### config.mk
export PLATFORM = sky130hd
export DESIGN_NAME = arith_operator_core
export DESIGN_NICKNAME = d
export VERILOG_FILES = /design/src/rtl/arith_pkg.sv /design/src/rtl/float_add_core.sv /design/src/rtl/arith_operator_core.sv
export SDC_FILE = /design/constraint.sdc
export NUM_CORES = 1
export LEC_CHECK = 0
export CAP_MARGIN = 20
export CORE_MARGIN = 10
export CORE_UTILIZATION = 55
export DETAILED_ROUTE_END_ITERATION = 16
export PLACE_DENSITY = 0.72
export SETUP_SLACK_MARGIN = 0.2
export SKIP_CTS_REPAIR_TIMING = 1
export SLEW_MARGIN = 20
export SYNTH_ARGS = -nofsm -noshare
export SYNTH_HDL_FRONTEND = slang
export SYNTH_SLANG_ARGS = --single-unit
export TNS_END_PERCENT = 10
### constraint.sdc
create_clock -name clk -period 15.7 [get_ports clk]
set_clock_uncertainty 0.1 [all_clocks]
set_input_delay 3.14 -clock clk [delete_from_list [all_inputs] [get_ports clk]]
set_output_delay 3.14 -clock clk [all_outputs]
set_load 0.02 [all_outputs]
### src/rtl/arith_pkg.sv
// -----------------------------------------------------------------------------
// arith_pkg
// Shared widths, format constants and overflow-flag bit positions for the
// arithmetic operator core. Also carries the binary16 field layout used by the
// float adder.
// -----------------------------------------------------------------------------
package arith_pkg;

    localparam int W        = 16;   // operand / result width
    localparam int FIX_FRAC = 8;    // Q8.8 fraction bits
    localparam int EXP_W    = 5;    // binary16 exponent width
    localparam int FRAC_W   = 10;   // binary16 stored fraction width
    localparam int EXP_BIAS = 15;
    localparam int EXP_MAX  = 31;

    // Bit positions inside the 3-bit overflow vector
    localparam int OVF_FIXA = 0;
    localparam int OVF_FIXM = 1;
    localparam int OVF_FLOA = 2;

    localparam logic [W-1:0] FP_INF      = 16'h7C00;
    localparam logic [W-1:0] FIX_POS_MAX = 16'h7FFF;
    localparam logic [W-1:0] FIX_NEG_MAX = 16'h8000;

    typedef struct packed {
        logic              sign;
        logic [EXP_W-1:0]  exp;
        logic [FRAC_W-1:0] frac;
    } fp16_t;

endpackage : arith_pkg

### src/rtl/float_add_core.sv
// -----------------------------------------------------------------------------
// float_add_core
// Combinational binary16 adder: unpack, align, add/subtract, normalise,
// truncate, pack. Subnormal inputs count as zero, results that underflow are
// flushed to +0, and results (or inputs) at exponent 31 become signed infinity
// with the overflow flag set.
//
// Ports:
//   a_i   [15:0]  operand A (binary16)
//   b_i   [15:0]  operand B (binary16)
//   sum_o [15:0]  truncated binary16 sum
//   ovf_o         float-add overflow
// -----------------------------------------------------------------------------
module float_add_core
    import arith_pkg::*;
(
    input  logic [W-1:0] a_i,
    input  logic [W-1:0] b_i,
    output logic [W-1:0] sum_o,
    output logic         ovf_o
);

    // Guard bits wide enough that any alignment shift below 12 stays exact,
    // so the only precision loss is the final truncation.
    localparam int GUARD_W = 12;
    localparam int MANT_W  = FRAC_W + 1;
    localparam int ALN_W   = MANT_W + GUARD_W;   // 23
    localparam int SUM_W   = ALN_W + 1;          // 24, room for the carry
    // Exponent correction: a leading one at bit SUM_W-2 means no change.
    localparam logic signed [7:0] LEAD_REF  = 8'(SUM_W - 2);
    localparam logic signed [7:0] EXP_TOP_S = 8'(EXP_MAX);
    localparam logic [EXP_W-1:0]  EXP_ALL1  = EXP_W'(EXP_MAX);

    fp16_t a, b, big, sml;
    logic  a_zero, b_zero, a_bigger, eff_sub, inf_sign;

    logic [EXP_W-1:0] exp_diff;
    logic [ALN_W-1:0] big_m, sml_al;
    logic [SUM_W-1:0] mag, norm;
    logic [4:0]       lead_pos;
    logic signed [7:0] res_exp;
    logic [FRAC_W-1:0] res_frac;
    logic              norm_unused;

    assign a = fp16_t'(a_i);
    assign b = fp16_t'(b_i);

    assign a_zero = (a.exp == '0);
    assign b_zero = (b.exp == '0);

    // Order by magnitude so the subtraction never goes negative
    assign a_bigger = ({a.exp, a.frac} >= {b.exp, b.frac});
    assign big      = a_bigger ? a : b;
    assign sml      = a_bigger ? b : a;
    assign eff_sub  = a.sign ^ b.sign;

    assign exp_diff = big.exp - sml.exp;
    assign big_m    = {1'b1, big.frac, {GUARD_W{1'b0}}};
    assign sml_al   = (exp_diff >= 5'd12) ? '0
                                          : ({1'b1, sml.frac, {GUARD_W{1'b0}}} >> exp_diff);

    assign mag = eff_sub ? ({1'b0, big_m} - {1'b0, sml_al})
                         : ({1'b0, big_m} + {1'b0, sml_al});

    // Leading-one detector: highest set bit wins
    always_comb begin
        lead_pos = '0;
        for (int i = 0; i < SUM_W; i++) begin
            if (mag[i]) lead_pos = 5'(i);
        end
    end

    assign norm        = mag << (5'(SUM_W - 1) - lead_pos);
    assign res_frac    = norm[SUM_W-2 -: FRAC_W];
    assign norm_unused = ^{norm[SUM_W-1], norm[SUM_W-2-FRAC_W:0]};

    assign res_exp = $signed({3'b000, big.exp}) + $signed({3'b000, lead_pos}) - LEAD_REF;

    // Infinity inherits the sign of whichever input was already at exponent 31
    assign inf_sign = (a.exp == EXP_ALL1) ? a.sign : b.sign;

    always_comb begin
        sum_o = '0;
        ovf_o = 1'b0;
        if (a.exp == EXP_ALL1 || b.exp == EXP_ALL1) begin
            sum_o = FP_INF | {inf_sign, {(W-1){1'b0}}};
            ovf_o = 1'b1;
        end else if (a_zero && b_zero) begin
            sum_o = '0;
        end else if (a_zero) begin
            sum_o = b_i;
        end else if (b_zero) begin
            sum_o = a_i;
        end else if (mag == '0) begin
            sum_o = '0;
        end else if (res_exp <= 8'sd0) begin
            sum_o = '0;
        end else if (res_exp >= EXP_TOP_S) begin
            sum_o = FP_INF | {big.sign, {(W-1){1'b0}}};
            ovf_o = 1'b1;
        end else begin
            sum_o = {big.sign, res_exp[EXP_W-1:0], res_frac};
        end
    end

endmodule : float_add_core

### src/rtl/arith_operator_core.sv
// -----------------------------------------------------------------------------
// arith_operator_core
// One-cycle registered arithmetic core. From a single operand pair it computes
// in parallel a Q8.8 wrap-around sum, a Q8.8 truncated product and a binary16
// truncated sum, each with its own overflow flag.
//
// Build option: define SATURATE_EN to clamp the fixed-point sum/product to
// 0x7FFF / 0x8000 on overflow (flags still assert). Float path is unaffected.
//
// Ports:
//   clk        clock, rising edge
//   rst        synchronous active-high reset, clears all outputs
//   in_valid   operands valid, launches a computation
//   num1, num2 [15:0] operands (Q8.8 or binary16)
//   out_valid  results valid (in_valid delayed one cycle)
//   fix_sum    [15:0] Q8.8 sum
//   fix_prod   [15:0] Q8.8 product
//   flo_sum    [15:0] binary16 sum
//   overflow   [2:0]  {float add, fixed mul, fixed add}
// -----------------------------------------------------------------------------
module arith_operator_core
    import arith_pkg::*;
(
    input  logic         clk,
    input  logic         rst,
    input  logic         in_valid,
    input  logic [W-1:0] num1,
    input  logic [W-1:0] num2,
    output logic         out_valid,
    output logic [W-1:0] fix_sum,
    output logic [W-1:0] fix_prod,
    output logic [W-1:0] flo_sum,
    output logic [2:0]   overflow
);

    // Clamp to the most positive / most negative Q8.8 value
    function automatic logic [W-1:0] saturate_fix(input logic [W-1:0] wrapped,
                                                  input logic         ovf,
                                                  input logic         true_neg);
        if (ovf) return true_neg ? FIX_NEG_MAX : FIX_POS_MAX;
        return wrapped;
    endfunction

    logic signed [W-1:0]   a_s, b_s, sum_wrap;
    logic signed [2*W-1:0] prod_full;
    logic [W-1:0]          prod_trunc;
    logic                  add_ovf, mul_ovf, flo_ovf;
    logic [W-1:0]          flo_res;
    logic                  prod_unused;

    logic         out_valid_q;
    logic [W-1:0] fix_sum_q, fix_sum_d;
    logic [W-1:0] fix_prod_q, fix_prod_d;
    logic [W-1:0] flo_sum_q, flo_sum_d;
    logic [2:0]   ovf_q, ovf_d;

    assign a_s = $signed(num1);
    assign b_s = $signed(num2);

    // Fixed add: overflow only when like signs produce an unlike-sign result
    assign sum_wrap = a_s + b_s;
    assign add_ovf  = (a_s[W-1] == b_s[W-1]) && (sum_wrap[W-1] != a_s[W-1]);

    // Fixed multiply: Q16.16 product, keep bits [23:8]. Dropping the low byte
    // of a two's-complement value is a floor, not a round-to-zero.
    assign prod_full   = a_s * b_s;
    assign prod_trunc  = prod_full[W+FIX_FRAC-1:FIX_FRAC];
    assign mul_ovf     = !((&prod_full[2*W-1:W+FIX_FRAC-1]) || (~|prod_full[2*W-1:W+FIX_FRAC-1]));
    assign prod_unused = ^prod_full[FIX_FRAC-1:0];

    float_add_core u_float_add (
        .a_i   (num1),
        .b_i   (num2),
        .sum_o (flo_res),
        .ovf_o (flo_ovf)
    );

    always_comb begin
`ifdef SATURATE_EN
        // Add overflow implies both operands share the true result's sign
        fix_sum_d  = saturate_fix(sum_wrap, add_ovf, a_s[W-1]);
        fix_prod_d = saturate_fix(prod_trunc, mul_ovf, prod_full[2*W-1]);
`else
        fix_sum_d  = sum_wrap;
        fix_prod_d = prod_trunc;
`endif
        flo_sum_d        = flo_res;
        ovf_d            = '0;
        ovf_d[OVF_FIXA]  = add_ovf;
        ovf_d[OVF_FIXM]  = mul_ovf;
        ovf_d[OVF_FLOA]  = flo_ovf;
    end

    // Result register stage
    always_ff @(posedge clk) begin
        if (rst) begin
            out_valid_q <= 1'b0;
            fix_sum_q   <= '0;
            fix_prod_q  <= '0;
            flo_sum_q   <= '0;
            ovf_q       <= '0;
        end else begin
            out_valid_q <= in_valid;
            if (in_valid) begin
                fix_sum_q  <= fix_sum_d;
                fix_prod_q <= fix_prod_d;
                flo_sum_q  <= flo_sum_d;
                ovf_q      <= ovf_d;
            end
        end
    end

    assign out_valid = out_valid_q;
    assign fix_sum   = fix_sum_q;
    assign fix_prod  = fix_prod_q;
    assign flo_sum   = flo_sum_q;
    assign overflow  = ovf_q;

endmodule : arith_operator_core

## After elaboration in Yosys (flattened, before gate mapping)

Cells that the tools add are included.

| storage, ports and cells | value |
|---|---|
| output and inout bits | 52 |
| input bits | 35 |
| logic and storage cells | 77 |
| flip-flop bits (word level) | 52 |

| cells by class | value |
|---|---|
| reductions and logical operators | 11 |
| $lt $le $gt $ge | 4 |
| muxes and demuxes | 42 |
| shift-type cells | 2 |
| eq/ne operators | 4 |
| $mul | 1 |
| bitwise gates (word level) | 1 |
| $add $sub $neg | 7 |

Operators by type and width:

| cell | number |
|---|---|
| $mux W16 | 7 |
| $mux W5 | 22 |
| $mul A16 B16 Y32 | 1 |
| $mux W15 | 2 |
| $add A23 B23 Y24 | 1 |
| $logic_not A24 Y1 | 1 |
| $mux W24 | 1 |
| $shl A24 B5 Y23 | 1 |
| $sub A23 B23 Y24 | 1 |
| $mux W23 | 1 |
| $shr A23 B5 Y23 | 1 |
| $add A16 B16 Y16 | 1 |
| $ge A15 B15 Y1 | 1 |
| $eq A5 B5 Y1 const B | 2 |
| $logic_not A5 Y1 | 2 |
| $mux W1 | 9 |
| $reduce_and A9 Y1 | 1 |
| $reduce_or A9 Y1 | 1 |
| $ge A8 B6 Y1 const B | 1 |
| $le A8 B1 Y1 const B | 1 |
| $sub A8 B6 Y8 const B | 1 |
| $add A5 B5 Y6 | 1 |
| $ge A5 B4 Y1 const B | 1 |
| $sub A5 B5 Y5 | 1 |
| other kinds (7) | 10 |

## Logic depth before layout (Yosys ltp)

| depth | value |
|---|---|
| depth in word-level cells | 40 |
| depth in mapped cells | 57 |
| gate-level depth less buffers | 52 |

## Modules after synthesis

Synthesis repeated with hierarchy kept, for this count alone.

| second synthesis, totals | value |
|---|---|
| cell total of the unflattened synthesis | 2,231 |
| area, all modules | 18,366.4 um^2 |

By module, submodules not included:

| module | times used | sequential area each (um^2) | cells each | area each (um^2) |
|---|---|---|---|---|
| arith_operator_core | 1 | 1,041.0 | 1,337 | 12,159.2 |
| float_add_core | 1 | 0.0 | 894 | 6,207.2 |

## Least setup slack after synthesis

Ideal clock, no wire load.

| timing | value |
|---|---|
| path type | input-to-reg |
| start | in num2[8] |
| end | reg flo_sum_q[2], in the netlist flo_sum[2] |
| stages on the path | 53 |
| data required time | 15,505 ps |
| arrival time | 12,946 ps |
| path buffers | 5 |
| slack | 2,558 ps |
| library setup time | 95 ps |
| path through | clkbuf_1 > inv_1 > ha_1 > a21oi_1 > o31ai_2 > a2111o_2 > nor2_4 > buf_4 > mux2i_1 > ha_1 > buf_1 > clkbuf_1 > mux2i_1 > mux2i_1 > mux2i_1 > a21oi_1 > nand2_1 > o31ai_1 > [17 not listed] > nand2_8 > buf_12 > ha_1 > inv_1 > fa_1 > inv_1 > ha_1 > nor3_1 > a31oi_1 > o21ai_0 > nand2_1 > nand2_1 > a41oi_2 > nand2_1 > inv_1 > nand2_1 > o41a_1 > a221oi_1 |

| on the way | value |
|---|---|
| cells in the longest elaborated chain, start to end | 40 |
| elaborated cells between the ends (all ways) | 47 |
| classes of those cells | add/sub: 6; order compare: 4; shift: 2; mux: 34; reduce/logical: 1 |

Ends and longest elaborated chain:

| item | line | text |
|---|---|---|
| from (decl) | arith_operator_core.sv:28 | `input logic [W-1:0] num2,` |
| $ge A15 B15 Y1 | float_add_core.sv:52 | `assign a_bigger = ({a.exp, a.frac} >= {b.exp, b.frac});` |
| $mux W16 or $mux W15 (tied branches) | float_add_core.sv:53, float_add_core.sv:54 |  |
| $sub A5 B5 Y5 | float_add_core.sv:57 | `assign exp_diff = big.exp - sml.exp;` |
| $shr A23 B5 Y23 or $ge A5 B4 Y1 (tied branches) | float_add_core.sv:60, float_add_core.sv:59 |  |
| $mux W23 | float_add_core.sv:59 | `assign sml_al = (exp_diff >= 5'd12) ? '0` |
| $add A23 B23 Y24 or $sub A23 B23 Y24 (tied branches) | float_add_core.sv:63, float_add_core.sv:62 |  |
| $mux W24 | float_add_core.sv:62 | `assign mag = eff_sub ? ({1'b0, big_m} - {1'b0, sml_al})` |
| $mux W1 | float_add_core.sv:69 | `if (mag[i]) lead_pos = 5'(i);` |
| [24 not listed] | n/a |  |
| $ge A8 B6 Y1 | float_add_core.sv:98 | `end else if (res_exp >= EXP_TOP_S) begin` |
| $mux W15 | float_add_core.sv:98 |  |
| $mux W16 | float_add_core.sv:96 | `end else if (res_exp <= 8'sd0) begin` |
| $mux W16 * | float_add_core.sv:94 | `end else if (mag == '0) begin` |
| $mux W16 * | float_add_core.sv:92 | `end else if (b_zero) begin` |
| $mux W16 * | float_add_core.sv:90 | `end else if (a_zero) begin` |
| $mux W16 * | float_add_core.sv:88 | `end else if (a_zero && b_zero) begin` |
| $mux W16 * | float_add_core.sv:85 | `if (a.exp == EXP_ALL1 \|\| b.exp == EXP_ALL1) begin` |
| to (signal assigned) | arith_operator_core.sv:107 | `flo_sum_q <= flo_sum_d;` |
| to (decl) | arith_operator_core.sv:54 | `logic [W-1:0] flo_sum_q, flo_sum_d;` |

Every way passes the cells marked *; elsewhere a longest branch is shown, timed or not.
A chain may end at the register's enable or synchronous reset.

## Final worst setup path

| timing | value |
|---|---|
| start | in num2[13] |
| end | reg flo_sum_q[0], in the netlist flo_sum[0] |

| on the way | value |
|---|---|
| cells in the longest elaborated chain, start to end | 40 |
| elaborated cells between the ends (all ways) | 51 |
| classes of those cells | add/sub: 6; order compare: 4; eq/ne: 1; shift: 2; mux: 34; reduce/logical: 4 |

Ends and longest elaborated chain:

| item | line |
|---|---|
| $ge A15 B15 Y1 | float_add_core.sv:52 |
| $mux W16 or $mux W15 (tied branches) | float_add_core.sv:53, float_add_core.sv:54 |
| $sub A5 B5 Y5 | float_add_core.sv:57 |
| $shr A23 B5 Y23 or $ge A5 B4 Y1 (tied branches) | float_add_core.sv:60, float_add_core.sv:59 |
| $mux W23 | float_add_core.sv:59 |
| $add A23 B23 Y24 or $sub A23 B23 Y24 (tied branches) | float_add_core.sv:63, float_add_core.sv:62 |
| $mux W24 | float_add_core.sv:62 |
| $mux W1 | float_add_core.sv:69 |
| [24 not listed] | n/a |
| $ge A8 B6 Y1 | float_add_core.sv:98 |
| $mux W15 | float_add_core.sv:98 |
| $mux W16 | float_add_core.sv:96 |
| $mux W16 | float_add_core.sv:94 |
| $mux W16 | float_add_core.sv:92 |
| $mux W16 | float_add_core.sv:90 |
| $mux W16 | float_add_core.sv:88 |
| $mux W16 * | float_add_core.sv:85 |

Marked as above.

==> flow_summary.json <==
{
  "outcome": "finished, final reports clean",
  "final_net_count": 2638,
  "global_route.usage.total_pct": 28.5,
  "dieHeight_um": 199,
  "pin_count_of_the_biggest_net_entering_global_routing": 56,
  "drive_above_1_share_pct": 6.68,
  "setup-violations-final": 0,
  "count_of_flip_flops_with_a_built_in_enable_after_synthesis": 0,
  "tritoncts": "built",
  "grt_pass1_vias": 16000,
  "setup_ws_ns": 1.26,
  "critical_path.reg2reg.startpoint": "flo_sum[8]",
  "layout.cells.most_common": "inv_1",
  "clk_transition_reported_paths_ns": 0.09,
  "power_uw": 4400,
  "critPathMaxStageDelay_ns": 0.62,
  "detail_route.drc_violations": 0,
  "cts_buffer_depth": 2,
  "chipWidth_um": 199,
  "num-fill-cells": 2804,
  "layout.area.seq_um2": 1040,
  "critical_path.most_common_cell": "nand2_1",
  "avgViaCountPerCell": 6.18,
  "cts_buf_count": 5,
  "distinct_cells_synth": 104,
  "netlist.area_leader.share_pct": 30.0,
  "placement_rows": 65,
  "fin_crit_sh_pct": 92.0,
  "global_route.overflow_total": 0,
  "i_o_pin_count": 87,
  "grt_antenna_before_repair": 1,
  "synthesis.area_per_instance_um2": 8.13,
  "cts-htree-levels": 2,
  "end_of_flow_core_utilization_pct": 60.3,
  "syn-num-nets": 2609,
  "synthesis.yosys.warnings": 0,
  "avgRoutedWirePerCell_um": 21.5,
  "finalWeightedCongestion": 0.990,
  "synthesis.area_um2": 17600,
  "detailroute.via_count": 16100,
  "core_area_um2": 31600,
  "powerDensity_nw_per_um2": 231,
  "post-synth-top-area-cell": "fa_1",
  "cap_violations": 0,
  "route.antenna.remaining_nets": 0,
  "type_of_origin_of_the_critical_path": "input pin",
  "crit_arrival_ns": 14.56,
  "maxSlewViolCount": 0,
  "tritoncts_num_sinks": 52,
  "worst_slew_pin_slew_ns": 1.05,
  "dp.final_hpwl_um": 44200,
  "ys_seq_elements": 52,
  "sort_of_element_at_the_end_of_the_critical_path": "flop",
  "totalNegativeSetupSlack_ns": 0,
  "worstPathRequired_ns": 15.82,
  "synth_sequential_area_ratio_pct": 5.90,
  "die_area_um2": 39600,
  "holdCritPathClass": "flop to flop",
  "critPathSlowestCell": "or4_4",
  "cts_root_buffer": "clkbuf_16",
  "place.port_buffers": 86,
  "placement.setup.worst_slack_ns": 0.850,
  "drt_pass1_iterations": 5,
  "fmax_ghz": 0.0693,
  "ys_async_sr_fraction_pct": 0,
  "worst_setup_startpoint": "num2[13]",
  "p_leak_uw": 0.00877,
  "global_route_wire_length_before_repair_um": 88700,
  "setup.worst_path.class": "input pin to flop",
  "layout.cells.most_common_list": "inv_1, fa_1, nand2_1",
  "first_iter_violations": 1645,
  "clk_latency_ns": 0.32,
  "ir_worst_vdd_v": 0.000537,
  "timing.hold.worst.start": "overflow[0]",
  "timing.max_slew.rel_slack_pct": 30.1,
  "drt_wl_total_um": 56000,
  "area.growth.synth_to_final_pct": 8.07,
  "antenna_cells_inserted": 0,
  "hold_violations": 0,
  "postSynthCellCount": 2171,
  "layout_min_cycle_time_ns": 14.44,
  "crit_path_max_fanout": 19,
  "area_contributors_post_synth": "fa_1, ha_1, inv_1, dfxtp_1, nand2_1",
  "multi_input_comb_area_um2": 14700,
  "rsz_0062_raised_after_global_routing": "no",
  "synth_flop_cell": "dfxtp_1",
  "start_util_pct": 55.8
}
==> layout make-up <==
class | instances | area share, %
Timing Repair Buffer | 139 | 6.55
Tap cell | 402 | 2.64
Sequential cell | 52 | 5.46
Clock buffer | 5 | 0.656
Inverter | 371 | 7.30
Multi-Input combinational cell | 1631 | 77.3
Clock inverter | 3 | 0.144
==> sequential cells by signal, summed over array words and instances, names as in the netlist <==
signal and count:
out_valid 1, fix_prod 16, fix_sum 16, flo_sum 16
overflow 3
==> per-layer routing <==
layer	up-vias	wire length, um	global-route usage (%)	share of wire (%)
met5	-	0	0	0
met4	0	1310	6.95	2.3
met3	93	5670	6.14	10
met2	798	24200	42.1	43
met1	7995	24800	41.4	44
li1	7202	-	-	-
==> final timing paths <==
kind            endpoint  slack [ns]  cells past startpoint
max           flo_sum[0]        1.26                     51
min          overflow[0]        0.38                      2
max reg2reg   flo_sum[8]       14.47                      3
min reg2reg  overflow[0]        0.38                      2
==> logic make-up after synthesis <==
family	count (synthesis)	synth area share [%]
other	1	0.0213
and+or+nand+nor	662	18.2
adders and majority gates	403	39.8
DFF	52	5.90
buffers and inverters	488	10.6
xor gates and xnor gates	65	3.27
AOI/OAI and AO/OA	419	17.1
muxes	81	5.06
==> synthesized netlist by cell type, drive strengths merged (11+ instances only) <==
cell and instances:
a21oi 80, fa 264, a221oi 16, nor4 12, mux2 20, nor2 159
xnor2 50, a31oi 16, or3 18, ha 139, a211oi 36, nand2 224
nand4 13, and2 94, a21o 21, o31ai 11, o21ai 100, o21a 12
nand3 48, mux2i 58, xor2 15, inv 366, buf 22, nand2b 17
o21bai 14, nor3 38, o211ai 22, dfxtp 52, clkbuf 95
==> worst max-delay path: cells and delay by family <==
kind | cells | cell delay [ns]
simple gates | 18 | 3.53
fa+ha+maj | 7 | 2.85
compound gates | 16 | 2.63
buf+inv | 7 | 1.31
mux | 3 | 1.07
==> through the flow <==
step | instance area [um2] | instances | hold WS, ns
2_1_floorplan | 17600 | 2171 | 0.441
3_3_place_gp | 18900 | 2593 | 0.350
3_5_place_dp | 18900 | 2593 | 0.369
4_1_cts | 19100 | 2601 | 0.382
5_1_grt | 19100 | 2603 | 0.417
6_report | 19100 | 2603 | 0.375
==> power breakdown <==
| part | total (uW) | leakage [uW] | switching (uW) | internal [uW] |
|---|---|---|---|---|
| registers | 186 | 0.000429 | 18.3 | 168 |
| clock network | 135 | 0.0000719 | 73.6 | 61.4 |
| logic | 4080 | 0.00827 | 2300 | 1780 |
Note: power is estimated with default switching activity, not from simulation.
==> edit 1: new RTL, same settings <==
Set the package constant `FIX_FRAC` to 7 (it was 8).
--- a/src/rtl/arith_pkg.sv
+++ b/src/rtl/arith_pkg.sv
@@ -9,3 +9,3 @@
     localparam int W        = 16;   // operand / result width
-    localparam int FIX_FRAC = 8;    // Q8.8 fraction bits
+    localparam int FIX_FRAC = 7;    // Q8.8 fraction bits
     localparam int EXP_W    = 5;    // binary16 exponent width
Check against the original RTL: not equivalent (a bounded check fails within 4 cycles, from zero or initial values and one cycle with rst high).
==> edit 1 against the original RTL <==
  * Register-to-register slack got worse by 0.10 ns
  * Design area decreased by 1.7%
  * Final cell count is 1.0% lower
  * Combinational power is 4% higher
  * Synthesized cell count shrank 0.78%
  * Hold slack got worse by 0.0013 ns
  * Sequential cell count is the same
  * Maximum frequency is 0.14% lower
  * Wire length shrank 2.1%
  * Setup slack got worse by 0.020 ns
  * Clock power up 5%
  * Synthesized area is 1.7% lower
  * First-iteration DRC count is 7.5% lower
  * Power is 4.0% higher
  * Largest cell class unchanged
  * Highest routed layer is now met5
==> edit 1: results (changes against the original RTL) <==
- Total routing resource utilization after global routing: 0.2818 (-0.003249)
- Mapped Nets: 2,592 (-0.65%)
- Least setup slack across all paths after layout: 1.242 ns (-0.01993 ns)
- Critical path peak fanout: 18 (-1)
- Clock-cell share: 0.009142 (+0.001137)
- Worst-case vdd ir drop: 0.6046 mV (+13%)
- Internal power: 0.002037 W (+1.2%)
- Multiplexer area fraction after synthesis: 0.04802 (-0.002607)
- Antenna violations before repair: 2 (+1)
- Average wire per standard cell: 21.27 um (-1.1%)
- Non-clk bufs: 134 (-3.6%)
- P_leak: 8.778 nW (about the same)
- Gp weighted congestion: 1.019 (+2.8%)
- Critical register-to-register path endpoint: flo_sum[9]
- Worst reg2reg path depth: 4 (+1)
- CP top delay family: compound AO/OA/AOI/OAI gates
- Highest cell delay on the worst timing path: 0.64 ns (+0.02 ns)
- Arrival time at the worst endpoint: 14.54 ns (-0.02 ns)
- Diode count: 1 (+1)
- Multi-input combinational cell count: 1,611 (-1.2%)
- Starting utilization of the core area: 0.5629 (+0.005104)
- Post-Synth Adder-Cell Area: 0.4048 (+0.006716)
- Launching instance or port of the critical path: num2[12]
- Outcome: finished, final reports clean
- Router iterations before antenna repair: 6 (+1)
- Routed metal-1 wirelength: 22,760 um (-8.2%)
- Critical path's slowest cell: sky130_fd_sc_hd__ha_1
- Multi-input logic portion of the cell area: 0.7690 (-0.003539)
- Pre-CTS WS: 1.192 ns (+0.3417 ns)
- Post-synthesis xor/xnor area fraction: 0.03425 (+0.001561)
- Pin count of the biggest net entering global routing: 63 (+13%)
- Number of DRC markers after the initial detailed-route iteration: 1,521 (-7.5%)
- Number of non-clock inverters: 375 (+1.1%)
- Synthesized area divided by synthesized cell count: 8.056 um^2 (-0.88%)
- Vias per Instance: 6.054 (-2.0%)
==> edit 1: cell count changes after synthesis, moves of 6 or more <==
cell,unedited run,this run
sky130_fd_sc_hd__nor2_1,157,183
sky130_fd_sc_hd__buf_1,8,2
sky130_fd_sc_hd__a21oi_1,75,87
sky130_fd_sc_hd__a31oi_1,16,23
sky130_fd_sc_hd__o21ai_0,91,73
sky130_fd_sc_hd__o211ai_1,22,14
sky130_fd_sc_hd__and3_1,4,12
sky130_fd_sc_hd__mux2_2,18,11
sky130_fd_sc_hd__or3_1,17,8
sky130_fd_sc_hd__a221oi_1,11,5
sky130_fd_sc_hd__nand2_1,220,208
sky130_fd_sc_hd__nand3_1,47,34
==> edit 1: through the flow <==
stage,hold slack [ns],total power [W]
global route,0.4017,0.005120
global placement,0.3424,0.004305
detailed placement,0.3566,0.004410
floorplan,0.4275,0.003433
finish,0.3742,0.004582
CTS,0.3713,0.004574
==> edit 2: new RTL, same flow settings <==
Without the edit above. Register the input `num2` before use. The logic sees it one clock later. The other inputs are not delayed to match.
--- a/src/rtl/arith_operator_core.sv
+++ b/src/rtl/arith_operator_core.sv
@@ -35,2 +35,8 @@
 
+    logic [W-1:0] num2_q;
+
+    always_ff @(posedge clk) begin
+        num2_q <= num2;
+    end
+
     // Clamp to the most positive / most negative Q8.8 value
@@ -57,3 +63,3 @@
     assign a_s = $signed(num1);
-    assign b_s = $signed(num2);
+    assign b_s = $signed(num2_q);
 
@@ -72,3 +78,3 @@
         .a_i   (num1),
-        .b_i   (num2),
+        .b_i   (num2_q),
         .sum_o (flo_res),
Check against the original RTL: not equivalent (a bounded check fails within 4 cycles, from zero or initial values and one cycle with rst high).
==> edit 2 against the original RTL <==
  * Wire length rose by 1.9%
  * Final cell count is 3.6% higher
  * Synthesized area increased by 3.2%
  * Count of clock-buffer cells in the layout is 4 higher
  * Power increased by 8.8%
  * Global-route usage decreased by 0.58 points
  * Clock power increased by 79%
  * Sequential cell count up 16
  * Design area is 3.4% higher
  * Setup slack improved by 0.00092 ns
==> edit 2: results (changes against the original RTL) <==
- Outcome: finished, final reports clean
- Level count of the clock H-tree: 3 (+1)
- Highest cell delay on the worst timing path: 0.74 ns (+0.12 ns)
- Arrival time at the worst endpoint: 14.65 ns (+0.09 ns)
- P_leak: 9.030 nW (+2.9%)
- Seq/Total Area, Yosys: 0.07475 (+0.01575)
- Worst reg2reg path depth: 51 (+48)
- Highest clock rate: 69.26 MHz (about the same)
- Ratio of cells with drive above 1 in the final layout: 0.06832 (+0.001535)
- Post-Route Hold Slack: 0.3602 ns (-0.01525 ns)
- CTS clock-pin slew for the worst setup and hold paths: 0.07 ns (-0.02 ns)
- Path category of the worst min-delay check: flop to flop
- Critical path peak fanout: 18 (-1)
- HPWL after DPL: 45,220 um (+2.2%)
- Total routing resource utilization after global routing: 0.2792 (-0.005836)
- Latest clock arrival within the worst-skew pair: 0.38 ns (+0.06 ns)
- Transition time at the pin with the least slew margin: 1.066 ns (+0.01792 ns)
- Critical path's slowest cell: sky130_fd_sc_hd__ha_1
- Synth area leaders: sky130_fd_sc_hd__fa_1 (29%), sky130_fd_sc_hd__ha_1 (9.5%), sky130_fd_sc_hd__dfxtp_1 (7.5%), sky130_fd_sc_hd__inv_1 (7.4%), sky130_fd_sc_hd__nand2_1 (4.4%)
- Port bufs: 86 (unchanged)
- Worst-case vdd ir drop: 0.5801 mV (+8.0%)
- Average wire per standard cell: 21.14 um (-1.7%)
- Sum Neg Setup Slack: 0 ns (unchanged)
- Global-route wire length before repair: 91,340 um (+3.0%)
- Router iterations before antenna repair: 6 (+1)
- Number of vias in the routed layout: 16.16k (+0.44%)
- Gp weighted congestion: 0.9672 (-2.3%)
- Clock buffers created by TritonCTS: 9 (+4)
- Worst-case clock buffer depth: 2 (unchanged)
- Number of distinct library cells after synthesis: 113 (+8.7%)
- Dominant register cell in the synthesized netlist: sky130_fd_sc_hd__dfxtp_1
- Synth top cells by count: sky130_fd_sc_hd__inv_1 (357), sky130_fd_sc_hd__fa_1 (264), sky130_fd_sc_hd__nand2_1 (214), sky130_fd_sc_hd__nor2_1 (173), sky130_fd_sc_hd__ha_1 (139)
- Yosys warnings: 0 (unchanged)
- Antenna violations before repair: 1 (unchanged)
- Pin count of the biggest net entering global routing: 53 (-5.4%)
- Reg-to-reg slack, setup: 3.54 ns (-10.93 ns)
- Number of DRC markers after the initial detailed-route iteration: 1,581 (-3.9%)
- Mapped Nets: 2,668 (+2.3%)
- Pre-CTS WS: 0.8775 ns (+0.02719 ns)
- Count of cells along the worst hold path: 2 (unchanged)
- Number of inserted filler cells in the final layout: 2,945 (+5.0%)
- Async S/R FF share, synth: 0 (unchanged)
- CTS Root Buffer Type: sky130_fd_sc_hd__clkbuf_16
-- edit 2: layer usage --
metal | routed length, um | part of all wire | vias up | GRT usage
li1 | - | - | 7343 | -
met3 | 4338 | 0.076 | 102 | 0.04334
met4 | 1493 | 0.026 | 2 | 0.08349
met5 | 7 | 0.00012 | - | 0
met1 | 24020 | 0.42 | 8017 | 0.3758
met2 | 27160 | 0.48 | 695 | 0.4544
-- edit 2: cell type report --
cell class / count / share of cell area
Clock buffer: 9 / 0.01142
Sequential cell: 68 / 0.06904
Multi-Input combinational cell: 1674 / 0.7569
Clock inverter: 7 / 0.005013
Inverter: 367 / 0.06999
Antenna cell: 1 / 0.0001269
Timing Repair Buffer: 129 / 0.05952
Tap cell: 442 / 0.02805
-- edit 2: where the power goes --
group | internal [W] | switching [W] | leakage (nW) | total [W]
combinational | 0.00185 | 0.00246 | 8.31 | 0.00431
clock | 0.000140 | 0.000101 | 0.156 | 0.000241
sequential | 0.000216 | 0.0000270 | 0.565 | 0.000243
total | 0.00221 | 0.00259 | 9.03 | 0.00479
-- edit 2: critical path, delay by kind of cell --
family,cells,cell delay (ns)
fa+ha+maj,5,2.00
xor+xnor,2,0.57
simple gates,13,2.26
mux,3,0.77
buf+inv,8,1.70
compound gates,22,4.15
-- edit 2: worst paths after layout --
kind	startpoint	to
setup / recovery	num1[0]	flo_sum[2]
hold / removal	fix_prod[7]	fix_prod[7]
hold reg to reg	fix_prod[7]	fix_prod[7]
setup reg to reg	b_s[10]	flo_sum[2]
-- edit 2: cells by family (layout without fill, tap and decap cells) --
group / after synthesis / in the layout / synth area share
AO/OA/AOI/OAI: 444 / 444 / 0.1733
XOR/XNOR: 73 / 73 / 0.03511
adder cells (fa/ha/maj): 403 / 403 / 0.3857
buffers and inverters: 488 / 512 / 0.1062
flip-flops: 68 / 68 / 0.07475
multiplexers: 60 / 60 / 0.03689
other: 1 / 2 / 0.0002059
AND/OR/NAND/NOR: 693 / 693 / 0.1879
-- edit 2: metrics by stage --
step | instances | area, um^2 | util | total power, W
floorplan | 2230 | 18210 | - | 0.003600
global placement | 2680 | 19380 | 0.5943 | 0.004428
detailed placement | 2680 | 19380 | 0.5943 | 0.004513
CTS | 2696 | 19710 | 0.6042 | 0.004785
global route | 2696 | 19720 | 0.6045 | 0.005373
finish | 2697 | 19720 | 0.6045 | 0.004792
